**src/rtl/cache_controller.sv**
```systemverilog
// Cache controller: write-back, write-allocate miss handling sequencer.
// Every output is registered, so a response decided in one cycle is seen in the next.
// Statistics counters saturate at all-ones instead of wrapping.
module cache_controller #(
   parameter int CNT_WIDTH = 32
) (
   input  logic                 clk,
   input  logic                 rst,
   input  logic                 cpu_req_valid,
   input  logic                 req_type,
   input  logic                 hit,
   input  logic                 dirty_bit,
   input  logic                 mem_ready,
   output logic                 read_en_cache,
   output logic                 write_en_cache,
   output logic                 refill,
   output logic                 read_en_mem,
   output logic                 write_en_mem,
   output logic                 done_cache,
   output logic                 stall,
   output logic [CNT_WIDTH-1:0] hit_count,
   output logic [CNT_WIDTH-1:0] miss_count,
   output logic [CNT_WIDTH-1:0] wb_count
);

   typedef enum logic [2:0] {
      IDLE      = 3'd0,
      COMPARE   = 3'd1,
      WRITEBACK = 3'd2,
      ALLOCATE  = 3'd3,
      REFILL    = 3'd4
   } state_t;

   localparam logic [CNT_WIDTH-1:0] CNT_ONE = {{(CNT_WIDTH-1){1'b0}}, 1'b1};

   state_t               state_q, state_d;
   logic                 refilled_q, refilled_d;
   logic                 read_en_cache_q, read_en_cache_d;
   logic                 write_en_cache_q, write_en_cache_d;
   logic                 refill_q, refill_d;
   logic                 read_en_mem_q, read_en_mem_d;
   logic                 write_en_mem_q, write_en_mem_d;
   logic                 done_cache_q, done_cache_d;
   logic                 stall_q, stall_d;
   logic [CNT_WIDTH-1:0] hit_count_q, hit_count_d;
   logic [CNT_WIDTH-1:0] miss_count_q, miss_count_d;
   logic [CNT_WIDTH-1:0] wb_count_q, wb_count_d;

   function automatic logic [CNT_WIDTH-1:0] sat_inc(input logic [CNT_WIDTH-1:0] v);
      return (&v) ? v : v + CNT_ONE;
   endfunction

   // Next-state, completion, counter updates and the registered outputs for the coming cycle
   always_comb begin
      state_d          = state_q;
      refilled_d       = refilled_q;
      done_cache_d     = 1'b0;
      write_en_cache_d = 1'b0;
      hit_count_d      = hit_count_q;
      miss_count_d     = miss_count_q;
      wb_count_d       = wb_count_q;
      case (state_q)
         IDLE: begin
            refilled_d = 1'b0;
            if (cpu_req_valid) begin
               state_d = COMPARE;
            end
         end
         COMPARE: begin
            if (hit) begin
               done_cache_d     = 1'b1;
               write_en_cache_d = req_type;
               state_d          = IDLE;
               if (!refilled_q) begin
                  hit_count_d = sat_inc(hit_count_q);
               end
            end else begin
               miss_count_d = sat_inc(miss_count_q);
               state_d      = dirty_bit ? WRITEBACK : ALLOCATE;
            end
         end
         WRITEBACK: begin
            if (mem_ready) begin
               wb_count_d = sat_inc(wb_count_q);
               state_d    = ALLOCATE;
            end
         end
         ALLOCATE: begin
            if (mem_ready) begin
               state_d = REFILL;
            end
         end
         REFILL: begin
            refilled_d = 1'b1;
            state_d    = COMPARE;
         end
         default: begin
            state_d = IDLE;
         end
      endcase
      read_en_cache_d  = (state_d == COMPARE);
      read_en_mem_d    = (state_d == ALLOCATE);
      write_en_mem_d   = (state_d == WRITEBACK);
      refill_d         = (state_d == REFILL);
      write_en_cache_d = write_en_cache_d | (state_d == REFILL);
      stall_d          = (state_d != IDLE);
   end

   // State, output and counter registers; reset abandons any transaction in flight
   always_ff @(posedge clk) begin
      if (rst) begin
         state_q          <= IDLE;
         refilled_q       <= 1'b0;
         read_en_cache_q  <= 1'b0;
         write_en_cache_q <= 1'b0;
         refill_q         <= 1'b0;
         read_en_mem_q    <= 1'b0;
         write_en_mem_q   <= 1'b0;
         done_cache_q     <= 1'b0;
         stall_q          <= 1'b0;
         hit_count_q      <= '0;
         miss_count_q     <= '0;
         wb_count_q       <= '0;
      end else begin
         state_q          <= state_d;
         refilled_q       <= refilled_d;
         read_en_cache_q  <= read_en_cache_d;
         write_en_cache_q <= write_en_cache_d;
         refill_q         <= refill_d;
         read_en_mem_q    <= read_en_mem_d;
         write_en_mem_q   <= write_en_mem_d;
         done_cache_q     <= done_cache_d;
         stall_q          <= stall_d;
         hit_count_q      <= hit_count_d;
         miss_count_q     <= miss_count_d;
         wb_count_q       <= wb_count_d;
      end
   end

   assign read_en_cache  = read_en_cache_q;
   assign write_en_cache = write_en_cache_q;
   assign refill         = refill_q;
   assign read_en_mem    = read_en_mem_q;
   assign write_en_mem   = write_en_mem_q;
   assign done_cache     = done_cache_q;
   assign stall          = stall_q;
   assign hit_count      = hit_count_q;
   assign miss_count     = miss_count_q;
   assign wb_count       = wb_count_q;

endmodule

```
**config.mk**
```make
export PLATFORM = sky130hd
export DESIGN_NAME = cache_controller
export DESIGN_NICKNAME = d
export VERILOG_FILES = /design/src/rtl/cache_controller.sv
export SDC_FILE = /design/constraint.sdc
export NUM_CORES = 1
export LEC_CHECK = 0
export ABC_AREA = 0
export BUFFER_PORTS_ARGS = -buffer_cell sky130_fd_sc_hd__buf_2
export CAP_MARGIN = 20
export CORE_AREA = 5 5 123 125
export CTS_CLUSTER_DIAMETER = 30
export DETAILED_ROUTE_END_ITERATION = 12
export DIE_AREA = 0 0 128 130
export PLACE_DENSITY = 0.65
export SLEW_MARGIN = 20
export SYNTH_ARGS = -nofsm -noshare
export SYNTH_HDL_FRONTEND = slang
export SYNTH_SLANG_ARGS = --single-unit
```
**constraint.sdc**
```tcl
create_clock -name clk -period 1.99 [get_ports clk]
set_input_delay 0.398 -clock clk [delete_from_list [all_inputs] [get_ports clk]]
set_output_delay 0.398 -clock clk [all_outputs]
set_load 0.02 [all_outputs]
```
==> results of run 1 <==
flip-flops by register name, summed over array words and instances, names as in the netlist:
signal          cells
stall               1
done_cache          1
read_en_mem         1
write_en_cache      1
read_en_cache       1
hit_count          32
state_q             3
miss_count         32
refill              1
refilled_q          1
write_en_mem        1
wb_count           32
placed cells by master (no fill, tap or decap), types with 20 or more instances in the layout:
master	n
buf_4	109
buf_2	108
dfxtp_1	66
a21oi_1	62
nor2_1	46
nand2_1	46
o21ai_0	41
or3_1	38
dfxtp_2	34
nand4_1	33
nand3_1	26
xnor2_1	20
cells by family (layout without fill, tap and decap cells):
group                    after synthesis  after routing  share of synthesized area
adder cells (fa/ha/maj)                3              3                   0.006960
multiplexers                           7              7                    0.01392
AND/OR/NAND/NOR                      304            305                     0.3350
buffers and inverters                 35            245                    0.02946
AO/OA/AOI/OAI                        157            157                     0.1770
flip-flops                           107            107                     0.3971
XOR/XNOR                              25             25                    0.04059
report_power, final:
part | internal [W] | leakage (nW) | switching, W
logic | 0.0000777 | 1.91 | 0.000121
registers | 0.00215 | 0.886 | 0.0000150
clock network | 0.000877 | 0.130 | 0.000782
routing by layer:
layer	global-route usage	part of all wire	vias to the layer above
met5	0	0	-
met4	0.07678	0.021	0
met3	0.02824	0.050	25
met2	0.3278	0.49	184
met1	0.2449	0.44	2787
li1	-	-	2837
worst min path at each step:
stage                     slack [ps]             end
final                            250  write_en_cache
after CTS                        240  write_en_cache
after detailed placement         490   hit_count[15]
after global placement           480   hit_count[15]
after global routing             240  write_en_cache
after floorplan                  470      refilled_q
timing repair:
action                                  CTS  global route
gates cloned                              1             0
setup buffers                             3            13
resized for setup                        12            35
endpoints found under the setup margin   36            78
pin swaps                                 4            26
hold buffers                              0             0
metrics by stage:
| step | setup TNS, ps | hold WS [ps] | util |
|---|---|---|---|
| global route | -618.4 | 241.8 | 0.5392 |
| finish | 0 | 246.8 | 0.5392 |
| floorplan | -122.9 | 468.8 | - |
| CTS | -0.001332 | 237.8 | 0.5237 |
| detailed placement | -920.7 | 488.0 | 0.4985 |
| global placement | -219.2 | 477.8 | 0.4985 |
area by class of cell:
| class | instances | area (um^2) | share of cell area |
|---|---|---|---|
| Tap cell | 180 | 225.2 | 0.03033 |
| Inverter | 10 | 37.54 | 0.005055 |
| Clock inverter | 2 | 11.26 | 0.001516 |
| Multi-Input combinational cell | 497 | 3289 | 0.4430 |
| Timing Repair Buffer | 220 | 1401 | 0.1887 |
| Sequential cell | 107 | 2211 | 0.2977 |
| Clock buffer | 13 | 250.2 | 0.03370 |
==> flow_summary.ini, run 1 <==
[logic_synthesis]
synth_common_cells = dfxtp_1 (107), a21oi_1 (64), nand2_1 (48), nor2_1 (48), o21ai_0 (46)
async_flop_share = 0
synth_top_cell_by_area = dfxtp_1
ys_top_cells_by_area = dfxtp_1 (40%), a21oi_1 (5.9%), or3_1 (4.4%), o21ai_0 (4.3%), nand4_1 (3.8%)
yosysMostFrequentCell = dfxtp_1
yosysTopAreaCellShare = 0.3971
synth.avg_cell_area_um2 = 8.454
synth_flop_cell = dfxtp_1
synth.distinct_cells = 64
syn_area_um2 = 5394
synth.yosys.seq_area_share = 0.3971
yosys_warnings = 0
synth-seq-cells = 107
netlist_instances = 638
synth-edff-count = 0
syn_nets = 648

[flow_run]
max_cap_viol_count = 0

[critical_path]
path_depth = 6
worstSetupStartpointType = register
cp-end-kind = register
crit_start = wb_count[20]
crit_slowest_cell = or4_4
reg2reg_depth = 6
worstReg2RegStart = wb_count[20]
cp.arrival_ps = 2180
worstPathRequired_ps = 2200
critPathCapture = wb_count[2]
reg2reg_slack_ps = 20
cp_max_fo = 8
cp_num_buf_inv = 1
cp_top_family = simple AND/OR/NAND/NOR gates
worstReg2RegEnd = wb_count[2]
crit_type = register to register
cpPeakStageDelay_ps = 560
crit_chain = nand3_4, or4_4, nor4_4, buf_4, or3_1, a21oi_1

[status]
status = finished clean

[drt]
drc = 0
final_antenna_net_count = 0
vias = 5833
wl_um = 16190
routed_via_density = 5.669
drt_iter0_markers = 347
wl_per_cell_um = 15.73
drt-pass1-iter-count = 5

[sta]
clock_skew_ps = 7.809
rsz0062_at_grt = yes
tightest_slew_ps = 791.2
max_clock_freq_mhz = 508.1
hold_viol = 0
slew-limit-headroom = 0.4726
drv_slew = 0
finalCriticalPeriod_ps = 1968
finalSetupViolCount = 0
setup_slack_ps = 22.07
period_share = 0.9889

[clock_network]
clk_pin_slew_ps = 70
cts_tree = built
cts_max_level = 3
clockBufferDepth = 2
clockRootBuffer = clkbuf_16
clock_sinks = 107
cts_buffers = 9
clock_latency_ps = 350

[layout]
final_cell_area_um2 = 7426
drive_gt1_frac = 0.3828
antenna-diode-count = 0
fin_cells = 1029
syn2layout_area_growth_pct = 37.67
layout.nets = 855
nFillCells = 1301

[floorplanning]
coreArea_um2 = 13770
chipWidth_um = 128
dieHeight_um = 130
initial_core_util = 0.3916
dieArea_um2 = 16640
pin_count = 110
core.rowCount = 43

[grt]
grt_pass1_vias = 5545
antenna_found_initial = 0
grt_pass1_wl_um = 26520
overflow = 0
grt_util_all_layers = 0.1921
grt_max_degree = 74

[placed_design]
dpl-instance-area_um2 = 6865
gp_congestion = 0.8820
dp_cells = 997
port-buffer-count = 109
pre_cts_slack_ps = -89.51
dp_hpwl_um = 11770

[power]
ir_worst_vdd_uv = 427.8
powerDensity_nw_per_um2 = 541.6
leakage_nw = 2.921
total_power_w = 0.004022

[min_path]
hold_path_class = primary input to register
hp-start = req_type
whs_path_depth = 2
(Power assumes the default switching activity.)
==> run 2, diff against run 1 <==
--- a/config.mk
+++ b/config.mk
@@ -5,14 +5,14 @@
 export SDC_FILE = /design/constraint.sdc
 export NUM_CORES = 1
 export LEC_CHECK = 0
-export ABC_AREA = 0
+export ABC_AREA = 1
 export BUFFER_PORTS_ARGS = -buffer_cell sky130_fd_sc_hd__buf_2
 export CAP_MARGIN = 20
-export CORE_AREA = 5 5 123 125
+export CORE_AREA = 5 5 136 138
 export CTS_CLUSTER_DIAMETER = 30
 export DETAILED_ROUTE_END_ITERATION = 12
-export DIE_AREA = 0 0 128 130
-export PLACE_DENSITY = 0.65
+export DIE_AREA = 0 0 141 143
+export PLACE_DENSITY = 0.64
 export SLEW_MARGIN = 20
 export SYNTH_ARGS = -nofsm -noshare
 export SYNTH_HDL_FRONTEND = slang
==> run 2 against run 1 <==
  * Critical path depth up 2
  * Combinational power increased by 70%
  * Via count is 20% higher
  * Non-clock buffer count is 58 lower
  * Hold slack got worse by 19 ps
  * Worst setup slack improved by 160 ps
  * Highest routed layer unchanged
  * Clock-buffer cell count shrank 2
  * Wire length grew 20%
  * Sequential share of layout area down 3.3 points
  * Sequential power barely moved
  * Largest cell class unchanged
  * Global-route usage rose by 0.062 points
==> flow_summary.ini, run 2 <==
[critical_path]
worstPathRequired_ps = 2240
cp_top_family = simple AND/OR/NAND/NOR gates
reg2reg_slack_ps = 180
crit_slowest_cell = dfxtp_1
crit_chain = ha_1, inv_1, nor2_2, nand3_2, nor2_4, nand3_4, a21oi_1, nor2_1
cp_max_fo = 13
cpPeakStageDelay_ps = 330
crit_type = register to register
cp-end-kind = register
cp_num_buf_inv = 1
worstSetupStartpointType = register
cp.arrival_ps = 2060

[clock_network]
clock_sinks = 107
clk_pin_slew_ps = 70
cts_max_level = 3
cts_tree = built
cts_buffers = 9
clockBufferDepth = 2
clock_latency_ps = 360
clockRootBuffer = clkbuf_16

[drt]
drt_iter0_markers = 422
drt-pass1-iter-count = 7
routed_via_density = 4.768
drc = 0
vias = 6980
wl_um = 19430
wl_per_cell_um = 13.27
final_antenna_net_count = 0

[logic_synthesis]
syn_nets = 1096
synth.yosys.seq_area_share = 0.3216
yosysTopAreaCellShare = 0.3216
synth_common_cells = nand2_1 (409), nor2_1 (226), dfxtp_1 (107)
synth-edff-count = 0
syn_area_um2 = 6661
synth.avg_cell_area_um2 = 6.134
synth.distinct_cells = 35
async_flop_share = 0
synth-seq-cells = 107
yosysMostFrequentCell = nand2_1
ys_top_cells_by_area = dfxtp_1 (32%), nand2_1 (23%), nor2_1 (13%), inv_1 (4.4%), nand3_1 (3.7%)
synth_top_cell_by_area = dfxtp_1
yosys_warnings = 0
synth_flop_cell = dfxtp_1
netlist_instances = 1086

[grt]
grt_max_degree = 48
grt_pass1_vias = 6426
grt_util_all_layers = 0.1927
overflow = 0
antenna_found_initial = 1
grt_pass1_wl_um = 31750

[placed_design]
pre_cts_slack_ps = 72.19
port-buffer-count = 109
dp_hpwl_um = 14620
dp_cells = 1446
gp_congestion = 0.9131
dpl-instance-area_um2 = 7730

[layout]
final_common_cell = nand2_1
final_cell_mix = nand2_1 (409), nor2_1 (225), buf_2 (109)
syn2layout_area_growth_pct = 21.47
final_cell_area_um2 = 8092
drive_gt1_frac = 0.1922
finish.utilization = 0.4744
fin_cells = 1464
layout.nets = 1244

[min_path]
hold_path_class = primary input to register

[sta]
max_clock_freq_mhz = 552.7
period_share = 0.9091
slew-limit-headroom = 0.7086
drv_slew = 0
setup_slack_ps = 180.8
hold_viol = 0
finalCriticalPeriod_ps = 1809
clock_skew_ps = 8.216
tightest_slew_ps = 437.1
finalSetupViolCount = 0

[power]
ir_worst_vdd_uv = 426.5
total_power_w = 0.004541
powerDensity_nw_per_um2 = 561.3
leakage_nw = 3.497

[floorplanning]
core.rowCount = 48
pin_count = 110
chipWidth_um = 141
dieArea_um2 = 20160
coreArea_um2 = 17060
initial_core_util = 0.3906
dieHeight_um = 143

[flow_run]
max_cap_viol_count = 0

[status]
status = finished clean
==> run 2: kinds of logic after synthesis <==
logic type	after synthesis	share of synthesized area
AOI/OAI and AO/OA	80	0.07175
buffers and inverters	106	0.07682
xor gates and xnor gates	37	0.04865
and+or+nand+nor	753	0.4756
DFF	107	0.3216
adders and majority gates	3	0.005635
==> run 2: layout make-up <==
| cell class | count | area, um^2 |
|---|---|---|
| flip-flops and latches | 107 | 2142 |
| repair buffers | 162 | 1006 |
| well taps | 225 | 281.5 |
| inverters | 80 | 300.3 |
| multi-input cells | 874 | 4033 |
| diodes | 1 | 2.502 |
| fillers | 1835 | 8965 |
| clock buffers | 11 | 252.7 |
| clock inverters | 4 | 73.82 |
==> run 2: tightest hold or removal path, cell delays in order <==
cell,delay (ps)
buf_2,70
nand2_1,40
nand2_1,50
==> run 2: timing repair <==
action	4_1_cts	5_1_grt
hold buffers	0	0
setup endpoints to repair	0	63
buffers inserted	0	1
gates resized for setup	0	3
==> run 2: path summary, 6_finish.rpt <==
kind,cells past startpoint,end,startpoint
setup reg to reg,8,wb_count[19],wb_count[0]
hold reg to reg,2,refilled_q,refilled_q
setup / recovery,8,wb_count[19],wb_count[0]
hold / removal,3,write_en_cache,req_type
==> run 2: routing by layer <==
| metal | wire [um] | global-route usage | vias to the layer above |
|---|---|---|---|
| met5 | 0 | 0 | - |
| met4 | 463 | 0.07751 | 0 |
| met3 | 1025 | 0.02780 | 33 |
| met2 | 9019 | 0.3160 | 179 |
| met1 | 8924 | 0.2563 | 3108 |
| li1 | - | - | 3660 |
==> run 2: report_power, final <==
| part | switching [W] | total (W) | internal [W] | leakage (nW) |
|---|---|---|---|---|
| Combinational | 0.000229 | 0.000337 | 0.000109 | 2.47 |
| Sequential | 0.0000247 | 0.00219 | 0.00217 | 0.863 |
| Clock | 0.000845 | 0.00201 | 0.00117 | 0.162 |
==> run 2: per-stage QoR <==
step / hold slack (ps) / setup TNS [ps]
finish: 227.3 / 0
global route: 260.5 / -0.09170
CTS: 215.7 / 0
detailed placement: 495.0 / 0
global placement: 480.0 / 0
floorplan: 461.5 / 0
